**config.mk**
```make
export PLATFORM = sky130hd
export DESIGN_NAME = stream_xbar_sched_flat
export DESIGN_NICKNAME = d
export VERILOG_FILES = /design/src/rtl/stream_xbar_sched_if.sv /design/src/rtl/stream_xbar_sched.sv /design/src/flat_wrapper.sv
export SDC_FILE = /design/constraint.sdc
export NUM_CORES = 1
export LEC_CHECK = 0
export BUFFER_PORTS_ARGS = -buffer_cell sky130_fd_sc_hd__buf_2
export CAP_MARGIN = 10
export CORE_MARGIN = 2
export CORE_UTILIZATION = 60
export CTS_BUF_LIST = sky130_fd_sc_hd__clkbuf_16
export DETAILED_ROUTE_END_ITERATION = 10
export PLACE_DENSITY_LB_ADDON = 0.12
export RECOVER_POWER = 50
export SETUP_SLACK_MARGIN = 0.1
export SYNTH_ARGS = -nofsm -noshare
export SYNTH_HDL_FRONTEND = slang
export SYNTH_SLANG_ARGS = --single-unit
```
**constraint.sdc**
```tcl
create_clock -name clk -period 6.95 [get_ports clk]
set_input_delay 2.085 -clock clk [delete_from_list [all_inputs] [get_ports clk]]
set_output_delay 2.085 -clock clk [all_outputs]
set_load 0.01 [all_outputs]
```
**src/rtl/stream_xbar_sched_if.sv**
```systemverilog
// stream_xbar_sched_if: source/master handshake and select bundle of the crossbar scheduler; timeout_o exists only with XBAR_SCHED_LOCK_TIMEOUT_EN
interface stream_xbar_sched_if #(
  parameter int S_DATA_COUNT = 3,
  parameter int M_DATA_COUNT = 3,
  parameter int T_ID___WIDTH = (S_DATA_COUNT > 1 ? $clog2(S_DATA_COUNT) : 1),
  parameter int T_DEST_WIDTH = (M_DATA_COUNT > 1 ? $clog2(M_DATA_COUNT) : 1)
);
  logic [T_DEST_WIDTH*S_DATA_COUNT-1:0] s_dest_i;
  logic [S_DATA_COUNT-1:0] s_valid_i;
  logic [S_DATA_COUNT-1:0] s_last_i;
  logic [M_DATA_COUNT-1:0] m_ready_i;
  logic [S_DATA_COUNT-1:0] s_ready_o;
  logic [M_DATA_COUNT-1:0] m_valid_o;
  logic [M_DATA_COUNT-1:0] m_last_o;
  logic [M_DATA_COUNT*T_ID___WIDTH-1:0] m_id_o;
  logic [S_DATA_COUNT*M_DATA_COUNT-1:0] grant_o;
`ifdef XBAR_SCHED_LOCK_TIMEOUT_EN
  logic [M_DATA_COUNT-1:0] timeout_o;
  modport slave (input s_dest_i, s_valid_i, s_last_i, m_ready_i,
                 output s_ready_o, m_valid_o, m_last_o, m_id_o, grant_o, timeout_o);
  modport master (output s_dest_i, s_valid_i, s_last_i, m_ready_i,
                  input s_ready_o, m_valid_o, m_last_o, m_id_o, grant_o, timeout_o);
`else
  modport slave (input s_dest_i, s_valid_i, s_last_i, m_ready_i,
                 output s_ready_o, m_valid_o, m_last_o, m_id_o, grant_o);
  modport master (output s_dest_i, s_valid_i, s_last_i, m_ready_i,
                  input s_ready_o, m_valid_o, m_last_o, m_id_o, grant_o);
`endif
endinterface

```
**src/rtl/stream_xbar_sched.sv**
```systemverilog
// stream_xbar_sched: per-master round-robin packet-locking scheduler for an S-to-M stream crossbar; define XBAR_SCHED_LOCK_TIMEOUT_EN to release idle locks after LOCK_TIMEOUT cycles
module stream_xbar_sched #(
  parameter int S_DATA_COUNT = 3,
  parameter int M_DATA_COUNT = 3,
  parameter int T_ID___WIDTH = (S_DATA_COUNT > 1 ? $clog2(S_DATA_COUNT) : 1),
  parameter int T_DEST_WIDTH = (M_DATA_COUNT > 1 ? $clog2(M_DATA_COUNT) : 1)
`ifdef XBAR_SCHED_LOCK_TIMEOUT_EN
  , parameter int LOCK_TIMEOUT = 256
`endif
) (
  input logic clk,
  input logic rst,
  stream_xbar_sched_if.slave bus
);
  localparam int S = S_DATA_COUNT;
  localparam int M = M_DATA_COUNT;
  localparam int IW = T_ID___WIDTH;
  localparam int DW = T_DEST_WIDTH;
  localparam logic [0:0] IDLE = 1'b0;
  localparam logic [0:0] LOCKED = 1'b1;
  logic [0:0] state [M];
  logic [IW-1:0] lock_id [M];
  logic [IW-1:0] rr_ptr [M];
  logic [IW-1:0] pick [M];
  logic [M-1:0] has_req;
  logic [M-1:0] tmo;
  logic [S-1:0] bound;
  logic [S-1:0] s_ready;
  logic [M-1:0] m_valid;
  logic [M-1:0] m_last;
  logic [M*IW-1:0] m_id;
  logic [S*M-1:0] grant;
  int idx;
  // sources already locked by some master never request anywhere else
  always_comb begin
    bound = '0;
    for (int m = 0; m < M; m++)
      for (int s = 0; s < S; s++)
        if (state[m] == LOCKED && lock_id[m] == IW'(s)) bound[s] = 1'b1;
  end
  // per-master round-robin pick: first requester after rr_ptr, wrapping
  always_comb begin
    has_req = '0;
    idx = 0;
    for (int m = 0; m < M; m++) begin
      pick[m] = '0;
      for (int i = 1; i <= S; i++) begin
        idx = int'(rr_ptr[m]) + i;
        idx = idx >= S ? idx - S : idx;
        if (!has_req[m] && bus.s_valid_i[idx] && !bound[idx] && int'(bus.s_dest_i[idx*DW +: DW]) == m) begin
          has_req[m] = 1'b1;
          pick[m] = IW'(idx);
        end
      end
    end
  end
  // a locked master routes its source's handshake; unbound beats to a missing master are drained
  always_comb begin
    s_ready = '0;
    m_valid = '0;
    m_last = '0;
    m_id = '0;
    grant = '0;
    for (int m = 0; m < M; m++)
      for (int s = 0; s < S; s++)
        if (state[m] == LOCKED && lock_id[m] == IW'(s)) begin
          grant[m*S+s] = 1'b1;
          m_valid[m] = bus.s_valid_i[s];
          m_last[m] = bus.s_valid_i[s] & bus.s_last_i[s];
          s_ready[s] = bus.m_ready_i[m];
          m_id[m*IW +: IW] = lock_id[m];
        end
    for (int s = 0; s < S; s++)
      if (!bound[s] && bus.s_valid_i[s] && int'(bus.s_dest_i[s*DW +: DW]) >= M) s_ready[s] = 1'b1;
  end
  assign bus.s_ready_o = rst ? '0 : s_ready;
  assign bus.m_valid_o = rst ? '0 : m_valid;
  assign bus.m_last_o = rst ? '0 : m_last;
  assign bus.m_id_o = rst ? '0 : m_id;
  assign bus.grant_o = rst ? '0 : grant;
`ifdef XBAR_SCHED_LOCK_TIMEOUT_EN
  localparam int CW = $clog2(LOCK_TIMEOUT + 1);
  logic [CW-1:0] idle_cnt [M];
  // the lock expires on the idle cycle that brings the count to LOCK_TIMEOUT
  always_comb begin
    tmo = '0;
    for (int m = 0; m < M; m++)
      tmo[m] = state[m] == LOCKED && !m_valid[m] && idle_cnt[m] == CW'(LOCK_TIMEOUT - 1);
  end
  // consecutive locked cycles without a valid beat, cleared by any beat or release
  always_ff @(posedge clk or posedge rst)
    if (rst)
      for (int m = 0; m < M; m++) idle_cnt[m] <= '0;
    else
      for (int m = 0; m < M; m++)
        idle_cnt[m] <= (state[m] == LOCKED && !m_valid[m] && !tmo[m]) ? idle_cnt[m] + CW'(1) : '0;
  assign bus.timeout_o = rst ? '0 : tmo;
`else
  assign tmo = '0;
`endif
  // idle masters lock onto their pick; locked masters release on an accepted last beat or a timeout
  always_ff @(posedge clk or posedge rst)
    if (rst)
      for (int m = 0; m < M; m++) begin
        state[m] <= IDLE;
        lock_id[m] <= '0;
        rr_ptr[m] <= IW'(S - 1);
      end
    else
      for (int m = 0; m < M; m++)
        if (state[m] == IDLE) begin
          if (has_req[m]) begin
            state[m] <= LOCKED;
            lock_id[m] <= pick[m];
          end
        end else if ((m_last[m] && bus.m_ready_i[m]) || tmo[m]) begin
          state[m] <= IDLE;
          rr_ptr[m] <= lock_id[m];
        end
endmodule
```
**src/flat_wrapper.sv**
```systemverilog
// flat-port wrapper written by rule: the top's interface ports become plain ports
module stream_xbar_sched_flat 
#(
  parameter int S_DATA_COUNT = 3,
  parameter int M_DATA_COUNT = 3,
  parameter int T_ID___WIDTH = (S_DATA_COUNT > 1 ? $clog2(S_DATA_COUNT) : 1),
  parameter int T_DEST_WIDTH = (M_DATA_COUNT > 1 ? $clog2(M_DATA_COUNT) : 1)

)
  (clk, rst, bus_s_dest_i, bus_s_valid_i, bus_s_last_i, bus_m_ready_i, bus_s_ready_o, bus_m_valid_o, bus_m_last_o, bus_m_id_o, bus_grant_o);
  stream_xbar_sched_if #(.S_DATA_COUNT(S_DATA_COUNT), .M_DATA_COUNT(M_DATA_COUNT), .T_ID___WIDTH(T_ID___WIDTH), .T_DEST_WIDTH(T_DEST_WIDTH)) bus_i ();
  input logic clk;
  input logic rst;
  input wire logic [$bits(bus_i.s_dest_i)-1:0] bus_s_dest_i;
  input wire logic [$bits(bus_i.s_valid_i)-1:0] bus_s_valid_i;
  input wire logic [$bits(bus_i.s_last_i)-1:0] bus_s_last_i;
  input wire logic [$bits(bus_i.m_ready_i)-1:0] bus_m_ready_i;
  output wire logic [$bits(bus_i.s_ready_o)-1:0] bus_s_ready_o;
  output wire logic [$bits(bus_i.m_valid_o)-1:0] bus_m_valid_o;
  output wire logic [$bits(bus_i.m_last_o)-1:0] bus_m_last_o;
  output wire logic [$bits(bus_i.m_id_o)-1:0] bus_m_id_o;
  output wire logic [$bits(bus_i.grant_o)-1:0] bus_grant_o;
  assign bus_i.s_dest_i = bus_s_dest_i;
  assign bus_i.s_valid_i = bus_s_valid_i;
  assign bus_i.s_last_i = bus_s_last_i;
  assign bus_i.m_ready_i = bus_m_ready_i;
  assign bus_s_ready_o = bus_i.s_ready_o;
  assign bus_m_valid_o = bus_i.m_valid_o;
  assign bus_m_last_o = bus_i.m_last_o;
  assign bus_m_id_o = bus_i.m_id_o;
  assign bus_grant_o = bus_i.grant_o;
  stream_xbar_sched #(.S_DATA_COUNT(S_DATA_COUNT), .M_DATA_COUNT(M_DATA_COUNT), .T_ID___WIDTH(T_ID___WIDTH), .T_DEST_WIDTH(T_DEST_WIDTH)) u_core (.clk(clk), .rst(rst), .bus(bus_i));
endmodule
```
Word-level counts from Yosys, hierarchy flattened
Index checks and enable logic that the tools add are counted.
- bits in registers: 15
- input bits: 17
- output and inout bits: 24
- logic and storage cells: 296
- add/subtract/negate cells: 18
- order comparisons: 21
- eq/ne operators: 12
- shift-type cells: 9
- muxes and demuxes: 149
- bitwise logic cells: 6
- reduce and logical (&&, ||, !) cells: 72
- operators with widths (kind ; count):
    32-bit by 3-bit greater-or-equal comparator with 1-bit output (second input constant) ; 9
    32-bit by 4-bit < comparator with 1-bit output (second input constant) ; 9
    32-bit 2-to-1 mux ; 9
    6-bit by 32-bit variable part select with 2-bit output ; 9
    32-bit by 3-bit subtractor with 32-bit output (second input constant) ; 9
    1-bit 2-to-1 mux ; 99
    1-bit logical AND ; 42
    1-bit binary-select mux with 2-bit select ; 18
    2-bit 2-to-1 mux ; 18
    2-bit by 2-bit adder with 3-bit output (second input constant) ; 6
    2-bit equality test (second input constant) ; 9
    1-bit logical NOT ; 18
    2-bit logical NOT ; 6
    2-bit AND reduction ; 6
    2-bit by 1-bit adder with 3-bit output (second input constant) ; 3
    3-bit 2-to-1 mux ; 3
    9-bit 2-to-1 mux ; 1
    2-bit by 1-bit equality test with 1-bit output (second input constant) ; 3
    2-bit greater-or-equal comparator (second input constant) ; 3
    6-bit 2-to-1 mux ; 1
    1-bit bitwise AND ; 3
    1-bit NOT ; 3

Depth between registers and ports, before layout
Gate-level depths: netlist of run 1.
- depth after elaboration: 24
- mapped depth: 10
- mapped depth without buffers: 9

Worst setup path before layout of run 1
No wires, ideal clock.
- kind: input port to output port
- start: input rst
- end: output bus_grant_o[5]
- arrival: 3.256 ns
- required time: 4.865 ns
- path slack: 1.609 ns
- cell stages on the path: 4
- buffers on the path: 1
- cells stage by stage: clkbuf_1 inv_1 nand2_1 nor3b_1
- longest elaborated chain between the ends: 1
- ends and longest elaborated chain (what ; RTL line ; text):
    start, declared ; flat_wrapper.sv:13 ; input logic rst;
    9-bit 2-to-1 mux ; stream_xbar_sched.sv:80 ; assign bus.grant_o = rst ? '0 : grant;
    end, declared ; flat_wrapper.sv:22 ; output wire logic [$bits(bus_i.grant_o)-1:0] bus_grant_o;
Every way passes these cells.

Worst setup path in the final report of run 1
- start: input rst
- end: output bus_m_valid_o[2]
- longest elaborated chain between the ends: 1
- ends and longest elaborated chain (what ; RTL line ; text):
    3-bit 2-to-1 mux ; stream_xbar_sched.sv:77 ; assign bus.m_valid_o = rst ? '0 : m_valid;
    end, declared ; flat_wrapper.sv:19 ; output wire logic [$bits(bus_i.m_valid_o)-1:0] bus_m_valid_o;
Every way passes these cells.

==> impl_metrics.tcl, run 1 <==
set metrics [dict create \
    status "finished, final reports clean" \
    timing.critical_path.to_type "primary output" \
    crit_type "input port to primary output" \
    detail_route.wirelength.met1_um 2383 \
    layout.cells.most_common_list "sky130_fd_sc_hd__buf_2 (38), sky130_fd_sc_hd__nor2_1 (26), sky130_fd_sc_hd__nand2_1 (24)" \
    setup.worst_path.start_class "input port" \
    dpl.cell_count 338 \
    wire_length_per_cell_after_detailed_routing_um 15.75 \
    portBuffers 40 \
    drt_first_iter_violations 111 \
    worstReg2RegEnd "u_core.lock_id[1]$_DFFE_PP0P_" \
    synth.cell_area_um2 2006 \
    max-cap-violations 0 \
    synth_seq_cells 15 \
    synthesis.yosys.warnings 0 \
    crit_fanout 12 \
    grt_max_degree 17 \
    timing.final.setup_violations 0 \
    finalMaxSlewViolations 0 \
    grt_setup_unrepaired "false" \
    cts_num_sinks 15 \
    dr_wl_met2_um 2600 \
    vias 2159 \
    fp.coreArea_um2 3128 \
    grt_pass1_vias 1911 \
    clk_path_buf_depth 2 \
    relSlewSlack_pct 39.50 \
    fin_worst_hold_slack_ns 0.5100 \
    final_common_cell "sky130_fd_sc_hd__buf_2" \
    chipWidth_um 61.82 \
    row_count 20 \
    fp.dieH_um 61.82 \
    cts-buffers-inserted 3 \
    design.die.area_um2 3821 \
    fmax_mhz 174.0 \
    final-hold-violation-count 0 \
    synth-main-ff-cell "sky130_fd_sc_hd__dfrtp_1" \
    finalInstanceArea_um2 2261 \
    detailed_placement_hpwl_um 4116 \
    crit_end "bus_m_valid_o[2]" \
    wl_met3_um 344 \
    seq_area_um2 379.1 \
    remaining_design_rule_violation_count 0 \
    cts.reportedPaths.clkPinSlew_ns 0.05 \
    post_synthesis_compound_gate_area_fraction_pct 26.08 \
    multi_input_combinational_cell_area_um2 1483 \
    required_ns 4.87 \
    postSynthCellCount 267 \
    synth_enable_flop_cells 0 \
    detail-route-antenna-nets 0 \
    synth.distinct_cells 57 \
    drive_above_1_share_pct 19.13 \
    synth_simple_gate_area_share_pct 34.75 \
    post_synth_fa_ha_maj_area_fraction_pct 8.734 \
    r2r_slack_ns 4.14 \
    grt_antenna_before_repair 0 \
    postSynthNetCount 298 \
    worst_r2r_path_depth 7 \
    clock_skew_ns 0.001630 \
    combinational_family_with_the_most_area_after_synthesis "simple AND/OR/NAND/NOR gates" \
    synthesized_area_fraction_occupied_by_xor_and_xnor_cells_pct 0.4367 \
    gr-total-overflow 0 \
    async_set_reset_flop_share_out_of_synthesis_pct 100.0 \
    startpoint "rst" \
    finalWirelength_um 5387 \
    via_per_inst 6.313 \
    tightestPinTransition_ns 0.8949 \
    drt_pre_antenna_iters 5 \
    worst_hold_path_class "register to register" \
    setup_total_negative_slack_ns 0 \
    initial_utilization_pct 64.12 \
    cell_area_power_density_nw_per_um2 390.7 \
    timing.critical_path.arrival_ns 3.66 \
    power.leakage_nw 0.9661 \
    area_growth_syn_to_layout_pct 12.73 \
    cts_tree "built" \
    number_of_cells_upsized_or_downsized_after_cts 0 \
    syn_area_per_cell_um2 7.512 \
    cts-htree-levels 1 \
    place.gp.congestion 1.017 \
    antenna_diode_count 0 \
    grt_first_pass_wirelength_um 8728 \
    stdcell_count 342 \
    cts.hold.buffers_added 0 \
    post-cts-setup-buffers 0 \
    final_net_count 330 \
    synth.mux.area_fraction_pct 4.554 \
    ioPinCount 41 \
    regToRegStartpoint "u_core.lock_id[3]$_DFFE_PP0P_" \
    dr.max_layer_used "met4" \
    max-vdd-ir-drop_v 0.0002231 \
    synth-seq-area-share_pct 18.90 \
    clock_root_buffer "sky130_fd_sc_hd__clkbuf_16" \
    placedInstanceArea_um2 2201 \
    global_route_total_usage_across_every_layer_pct 29.68 \
    n_fill_cell 269 \
    layout_worst_path_cycle_share_pct 82.68 \
    clk-insertion-delay-late_ns 0.25 \
    finalWorstPathRequiredPeriod_ns 5.746 \
]
## worst max-delay path, stage by stage
cell and delay, ns:
sky130_fd_sc_hd__clkbuf_1 0.16, sky130_fd_sc_hd__inv_1 0.34, sky130_fd_sc_hd__clkbuf_1 0.50, sky130_fd_sc_hd__o311ai_0 0.25, sky130_fd_sc_hd__nor3_1 0.17, sky130_fd_sc_hd__buf_2 0.16
## worst min-delay path by stage
stage	startpoint	end	cells past startpoint
after floorplan	u_core.rr_ptr[1]$_DFFE_PP1P_	u_core.rr_ptr[1]$_DFFE_PP1P_	2
after detailed placement	u_core.rr_ptr[1]$_DFFE_PP1P_	u_core.rr_ptr[1]$_DFFE_PP1P_	2
after global routing	u_core.rr_ptr[1]$_DFFE_PP1P_	u_core.rr_ptr[1]$_DFFE_PP1P_	2
after global placement	u_core.rr_ptr[1]$_DFFE_PP1P_	u_core.rr_ptr[1]$_DFFE_PP1P_	2
final	u_core.rr_ptr[1]$_DFFE_PP1P_	u_core.rr_ptr[1]$_DFFE_PP1P_	2
after CTS	u_core.rr_ptr[1]$_DFFE_PP1P_	u_core.rr_ptr[1]$_DFFE_PP1P_	2
## synthesized netlist by cell type (all sizes together) (7+ instances only)
library cell   n  share of area [%]
nor2          26                4.9
nand2         24                4.5
o21ai         18                4.5
inv           17                3.2
a21oi         14                3.5
ha            14                8.7
a31oi         13                4.4
nand3         13                3.2
dfrtp         12                 15
nor3          10                2.5
nor3b         10                4.3
clkbuf         8                1.6
nand3b         7                2.6
## layout make-up
type	count	area share, %
inverters	17	2.822
multi-input cells	221	65.58
flip-flops and latches	15	16.77
clock buffers	3	3.320
well taps	44	2.435
repair buffers	41	8.910
clock inverters	1	0.1660
## registers in the layout (all words and copies together) (netlist names)
signal,cells
u_core.lock_id,6
u_core.rr_ptr,6
u_core.state,3
## power by group
group	internal [W]	switching (W)
Combinational	0.000231	0.000323
Clock	0.0000763	0.0000357
Sequential	0.000127	0.0000908
## stage by stage
stage	power [W]	utilization [%]	setup WS, ns
after detailed placement	0.0007634	70.36	1.438
final	0.0008834	72.28	1.204
after global placement	0.0007558	70.36	1.525
after CTS	0.0008807	72.88	1.436
after floorplan	0.0006355	-	1.609
after global routing	0.0009591	72.28	0.9776
## kinds of logic (layout without fill, tap and decap cells)
family / Yosys count / in the layout
muxes: 8 / 8
and+or+nand+nor: 121 / 121
buffers and inverters: 31 / 62
DFF: 15 / 15
adders and majority gates: 14 / 14
xor gates and xnor gates: 1 / 1
AOI/OAI and AO/OA: 77 / 77
## layer usage
| metal | vias to the layer above | track usage (%) |
|---|---|---|
| li1 | 1051 | - |
| met1 | 1015 | 41.37 |
| met2 | 84 | 48.27 |
| met3 | 9 | 5.383 |
| met4 | 0 | 6.079 |
| met5 | - | 0 |
Note: power is estimated with default switching activity, not from simulation.
==> run 2: changes to the inputs <==
--- a/config.mk
+++ b/config.mk
@@ -8,7 +8,7 @@
 export BUFFER_PORTS_ARGS = -buffer_cell sky130_fd_sc_hd__buf_2
 export CAP_MARGIN = 10
 export CORE_MARGIN = 2
-export CORE_UTILIZATION = 60
+export CORE_UTILIZATION = 50
 export CTS_BUF_LIST = sky130_fd_sc_hd__clkbuf_16
 export DETAILED_ROUTE_END_ITERATION = 10
 export PLACE_DENSITY_LB_ADDON = 0.12
==> constraint.sdc (replaced) <==
create_clock -name clk -period 5.2 [get_ports clk]
set_input_delay 1.56 -clock clk [delete_from_list [all_inputs] [get_ports clk]]
set_output_delay 1.56 -clock clk [all_outputs]
set_load 0.01 [all_outputs]
==> impl_metrics.tcl, run 2 (synthesized netlist as in run 1, its figures left out) <==
set metrics [dict create \
    status "finished, final reports clean" \
    post-cts-setup-buffers 0 \
    drt_first_iter_violations 290 \
    drt_pre_antenna_iters 5 \
    p_sw_w 0.0006023 \
    ioPinCount 41 \
    cp_cell_sequence "clkbuf_1 > inv_1 > clkbuf_1 > and2_2 > buf_2" \
    path_delay_family "buffers and inverters" \
    clk_path_buf_depth 2 \
    max-vdd-ir-drop_v 0.0002677 \
    max-cap-violations 0 \
    finalMaxSlewViolations 0 \
    detailed_placement_hpwl_um 4096 \
    layout_worst_path_cycle_share_pct 87.40 \
    reg_top3 "u_core.lock_id x6, u_core.rr_ptr x6, u_core.state x3" \
    final_core_utilization_pct 57.73 \
    n_fill_cell 375 \
    final_common_cell "sky130_fd_sc_hd__buf_2" \
    final-hold-violation-count 0 \
    cts.hold.buffers_added 0 \
    timing.critical_path.to_type "primary output" \
    remaining_design_rule_violation_count 0 \
    grt_pass1_vias 1821 \
    timing.critical_path.mode_cell "sky130_fd_sc_hd__clkbuf_1" \
    cts_tree "built" \
    netSwitchingFraction_pct 50.78 \
    required_ns 3.64 \
    power.share.clock_pct 13.0 \
    clock_root_buffer "sky130_fd_sc_hd__clkbuf_16" \
    worst_hold_path_class "register to register" \
    layout.cells.most_common_list "sky130_fd_sc_hd__buf_2 (37), sky130_fd_sc_hd__nor2_1 (26), sky130_fd_sc_hd__nand2_1 (24)" \
    relSlewSlack_pct 58.89 \
    final_net_count 331 \
    comb_power_share_pct 62.3 \
    cp_num_buf_inv 4 \
    fp.dieH_um 67.34 \
    clk-insertion-delay-late_ns 0.25 \
    global_route_total_usage_across_every_layer_pct 25.91 \
    chipWidth_um 67.34 \
    crit_type "input port to primary output" \
    power.sequential.fraction_pct 24.7 \
    finalWirelength_um 5436 \
    area_growth_syn_to_layout_pct 13.47 \
    antenna_diode_count 0 \
    initial_utilization_pct 50.87 \
    grt_antenna_before_repair 0 \
    tightestPinTransition_ns 0.6167 \
    cts-htree-levels 1 \
    fin_total_pwr_w 0.001186 \
    timing.final.setup_violations 0 \
    wire_length_per_cell_after_detailed_routing_um 15.58 \
    grt_setup_unrepaired "false" \
    timing.critical_path.slowest_stage_cell "sky130_fd_sc_hd__clkbuf_1" \
    worst_path_largest_cell_delay_ns 0.53 \
    grt_first_pass_wirelength_um 8901 \
    grt_max_degree 17 \
    drive_above_1_share_pct 19.40 \
    cts-buffers-inserted 3 \
    via_per_inst 6.115 \
    cts_num_sinks 15 \
    clock_skew_ns 0.002522 \
    timing.critical_path.arrival_ns 2.98 \
    vias 2134 \
    place.gp.congestion 0.8663 \
    fmax_mhz 220.0 \
    portBuffers 40 \
    design.die.area_um2 4534 \
    setup.worst_path.start_class "input port" \
    gr-total-overflow 0 \
    power.leakage_nw 0.9673 \
    setup_total_negative_slack_ns 0 \
    internal_w 0.0005837 \
    row_count 23 \
    detail-route-antenna-nets 0 \
    fp.coreArea_um2 3943 \
    cell_area_power_density_nw_per_um2 521.1 \
    crit_fanout 13 \
    cts.reportedPaths.clkPinSlew_ns 0.05 \
    finalWorstPathRequiredPeriod_ns 4.545 \
    number_of_cells_upsized_or_downsized_after_cts 0 \
]
## run 2: cell type report
cell class	count	area, µm²	share of cell area [%]
clock buffer	3	75.07	3.299
inverter	17	63.81	2.804
multi-input combinational	221	1483	65.15
timing repair buffer	42	207.7	9.126
sequential	15	379.1	16.66
tap	50	62.56	2.749
clock inverter	1	5.005	0.2199
## run 2: per-layer routing
metal,global-route usage (%),up-vias,share of wire [%]
li1,-,1057,-
met1,36.22,978,47
met2,40.72,86,44
met3,3.667,13,5.8
met4,8.929,0,2.6
met5,0,-,0
## run 2: final timing paths
check,startpoint,end,slack (ns),cells past startpoint
min in group asynchronous,rst,u_core.lock_id[5]$_DFFE_PP0P_,1.41,2
worst min register to register,u_core.rr_ptr[1]$_DFFE_PP1P_,u_core.rr_ptr[1]$_DFFE_PP1P_,0.50,2
worst min-delay path,u_core.rr_ptr[1]$_DFFE_PP1P_,u_core.rr_ptr[1]$_DFFE_PP1P_,0.50,2
worst max register to register,u_core.lock_id[3]$_DFFE_PP0P_,u_core.lock_id[0]$_DFFE_PP0P_,2.43,7
worst max-delay path,rst,bus_grant_o[6],0.66,5
max in group asynchronous,rst,u_core.state[1]$_DFF_PP0_,2.92,3
## run 2: worst reg2reg max path, stage by stage (launching register included)
cell	delay, ns
sky130_fd_sc_hd__dfrtp_1	0.64
sky130_fd_sc_hd__nor3b_1	0.19
sky130_fd_sc_hd__or4_4	0.61
sky130_fd_sc_hd__or2_0	0.22
sky130_fd_sc_hd__a221oi_1	0.44
sky130_fd_sc_hd__a31oi_1	0.15
sky130_fd_sc_hd__a21oi_1	0.26
sky130_fd_sc_hd__o22ai_1	0.11
## run 2: stage by stage
| step | area (µm²) | cells | hold WS, ns | setup WS [ns] |
|---|---|---|---|---|
| final | 2276 | 349 | 0.5036 | 0.6553 |
| after global routing | 2276 | 349 | 0.5470 | 0.4650 |
| after CTS | 2296 | 349 | 0.5091 | 0.8953 |
| after detailed placement | 2216 | 345 | 0.5014 | 0.8968 |
| after global placement | 2216 | 345 | 0.4978 | 0.9402 |
| after floorplan | 2006 | 267 | 0.4793 | 0.9088 |
## run 2: power by group through the flow
stage / clock, W / combinational, W / sequential, W
CTS: 0.000156 / 0.000740 / 0.000290
finish: 0.000154 / 0.000739 / 0.000293
global placement: 0 / 0.000727 / 0.000292
detailed placement: 0 / 0.000735 / 0.000291
floorplan: 0 / 0.000633 / 0.000217
global route: 0.000162 / 0.000838 / 0.000305
==> run 3: changes to the inputs <==
--- a/config.mk
+++ b/config.mk
@@ -7,13 +7,13 @@
 export LEC_CHECK = 0
 export BUFFER_PORTS_ARGS = -buffer_cell sky130_fd_sc_hd__buf_2
 export CAP_MARGIN = 10
-export CORE_MARGIN = 2
-export CORE_UTILIZATION = 50
+export CORE_UTILIZATION = 29
 export CTS_BUF_LIST = sky130_fd_sc_hd__clkbuf_16
 export DETAILED_ROUTE_END_ITERATION = 10
 export PLACE_DENSITY_LB_ADDON = 0.12
 export RECOVER_POWER = 50
 export SETUP_SLACK_MARGIN = 0.1
+export SKIP_LAST_GASP = 1
 export SYNTH_ARGS = -nofsm -noshare
 export SYNTH_HDL_FRONTEND = slang
 export SYNTH_SLANG_ARGS = --single-unit
==> impl_metrics.tcl, run 3 (synthesized netlist as in run 1, its figures left out) <==
set metrics [dict create \
    status "finished, final reports clean" \
    post-cts-setup-buffers 0 \
    cts-htree-levels 1 \
    wl_met3_um 264 \
    cp_num_buf_inv 4 \
    place.gp.congestion 0.8156 \
    via_per_inst 5.639 \
    worst_path_largest_cell_delay_ns 0.29 \
    final-hold-violation-count 0 \
    power.share.clock_pct 12.9 \
    cts_num_sinks 15 \
    clock_skew_ns 0.0006690 \
    layout_worst_path_cycle_share_pct 83.72 \
    cts.hold.buffers_added 0 \
    drt_pre_antenna_iters 4 \
    cts-buffers-inserted 3 \
    power.sequential.fraction_pct 24.2 \
    timing.critical_path.to_type "primary output" \
    drt_first_iter_violations 123 \
    crit_type "input port to primary output" \
    timing.final.setup_violations 0 \
    row_count 29 \
    n_fill_cell 694 \
    drive_above_1_share_pct 19.33 \
    dr.max_layer_used "met4" \
    portBuffers 40 \
    path_delay_family "buffers and inverters" \
    fp.coreArea_um2 6495 \
    wire_length_per_cell_after_detailed_routing_um 16.09 \
    setup.worst_path.start_class "input port" \
    finalMaxSlewViolations 0 \
    comb_power_share_pct 62.9 \
    ioPinCount 41 \
    final_common_cell "sky130_fd_sc_hd__buf_2" \
    placedInstanceArea_um2 2257 \
    clk_path_buf_depth 2 \
    power.leakage_nw 0.9735 \
    finalWirelength_um 6066 \
    relSlewSlack_pct 58.34 \
    remaining_design_rule_violation_count 0 \
    timing.critical_path.slowest_stage_cell "sky130_fd_sc_hd__clkbuf_1" \
    clk-insertion-delay-late_ns 0.25 \
    detailedPlace.worstSlack_ns 0.9013 \
    setup_total_negative_slack_ns 0 \
    layout.cells.most_common_list "sky130_fd_sc_hd__buf_2 (37), sky130_fd_sc_hd__nor2_1 (26), sky130_fd_sc_hd__nand2_1 (24)" \
    chipWidth_um 85.17 \
    finalInstanceArea_um2 2316 \
    antenna_diode_count 0 \
    p_sw_w 0.0006090 \
    fp.dieH_um 85.17 \
    timing.critical_path.arrival_ns 2.79 \
    tightestPinTransition_ns 0.6195 \
    internal_w 0.0005839 \
    fin_total_pwr_w 0.001193 \
    required_ns 3.64 \
    grt_antenna_before_repair 0 \
    vias 2126 \
    dr_wl_met2_um 2668 \
    cts_tree "built" \
    max-cap-violations 0 \
    cp_cell_sequence "clkbuf_1 > inv_1 > clkbuf_1 > nand2_1 > nor3_1 > buf_2" \
    crit_fanout 8 \
    area_growth_syn_to_layout_pct 15.47 \
    final_net_count 332 \
    design.die.area_um2 7253 \
    netSwitchingFraction_pct 51.05 \
    number_of_cells_upsized_or_downsized_after_cts 0 \
    grt_pass1_vias 2050 \
    grt_max_degree 17 \
    cts.reportedPaths.clkPinSlew_ns 0.05 \
    detail-route-antenna-nets 0 \
    timing.critical_path.mode_cell "sky130_fd_sc_hd__clkbuf_1" \
    grt_setup_unrepaired "false" \
    detailed_placement_hpwl_um 4635 \
    grt_first_pass_wirelength_um 10250 \
    reg_top3 "u_core.lock_id x6, u_core.rr_ptr x6, u_core.state x3" \
    gr-total-overflow 0 \
    initial_utilization_pct 30.88 \
    max-vdd-ir-drop_v 0.0001858 \
    finalWorstPathRequiredPeriod_ns 4.353 \
    postLayoutSetupSlackWorst_ns 0.8466 \
    clock_root_buffer "sky130_fd_sc_hd__clkbuf_16" \
    fmax_mhz 229.7 \
    detail_route.wirelength.met1_um 3066 \
    worst_hold_path_class "register to register" \
    cell_area_power_density_nw_per_um2 515.1 \
    global_route_total_usage_across_every_layer_pct 17.55 \
]
[run 3: cell count changes in the layout (fill, tap and decap cells not counted)]
cell	change
sky130_fd_sc_hd__buf_4	+1
sky130_fd_sc_hd__clkinv_2	-1
sky130_fd_sc_hd__inv_1	+1
[run 3: stage by stage]
step	util (%)	hold WS (ns)	instances
2_1_floorplan	-	0.4793	267
3_3_place_gp	34.75	0.5111	373
3_5_place_dp	34.75	0.5122	373
4_1_cts	35.97	0.5195	377
5_1_grt	35.66	0.5468	377
6_report	35.66	0.5126	377
[run 3: final timing paths]
check	to	cells past startpoint	slack (ns)	startpoint
setup reg to reg	u_core.lock_id[0]$_DFFE_PP0P_	7	2.40	u_core.lock_id[3]$_DFFE_PP0P_
hold reg to reg	u_core.rr_ptr[1]$_DFFE_PP1P_	2	0.51	u_core.rr_ptr[1]$_DFFE_PP1P_
min in group asynchronous	u_core.rr_ptr[0]$_DFFE_PP0P_	3	1.56	rst
max in group asynchronous	u_core.rr_ptr[5]$_DFFE_PP1P_	3	3.33	rst
setup / recovery	bus_grant_o[0]	6	0.85	rst
hold / removal	u_core.rr_ptr[1]$_DFFE_PP1P_	2	0.51	u_core.rr_ptr[1]$_DFFE_PP1P_
[run 3: area by class of cell]
cell class / count / area, µm² / share of cell area (%)
clock buffer: 3 / 75.07 / 3.241
clock inverter: 1 / 3.754 / 0.1621
inverter: 17 / 63.81 / 2.755
multi-input combinational: 221 / 1483 / 64.02
sequential: 15 / 379.1 / 16.37
tap: 77 / 96.34 / 4.160
timing repair buffer: 43 / 215.2 / 9.292
[run 3: metal layers]
metal / track usage, % / vias up
li1: - / 1056
met1: 25.04 / 1001
met2: 27.71 / 62
met3: 2.140 / 7
met4: 5.085 / 0
met5: 0 / -
[run 3: worst register-to-register path, cell delays in order, from the launching register on]
cell	delay, ns
sky130_fd_sc_hd__dfrtp_1	0.62
sky130_fd_sc_hd__nor3b_1	0.20
sky130_fd_sc_hd__or4_4	0.62
sky130_fd_sc_hd__or2_0	0.22
sky130_fd_sc_hd__a221oi_1	0.41
sky130_fd_sc_hd__a31oi_1	0.19
sky130_fd_sc_hd__a31oi_1	0.30
sky130_fd_sc_hd__o22ai_1	0.12
[run 3: power groups by stage]
stage	combinational, W	clock (W)	sequential, W
floorplan	0.000633	0	0.000217
global placement	0.000760	0	0.000289
detailed placement	0.000749	0	0.000289
CTS	0.000755	0.000157	0.000287
global route	0.000844	0.000162	0.000303
finish	0.000750	0.000154	0.000289
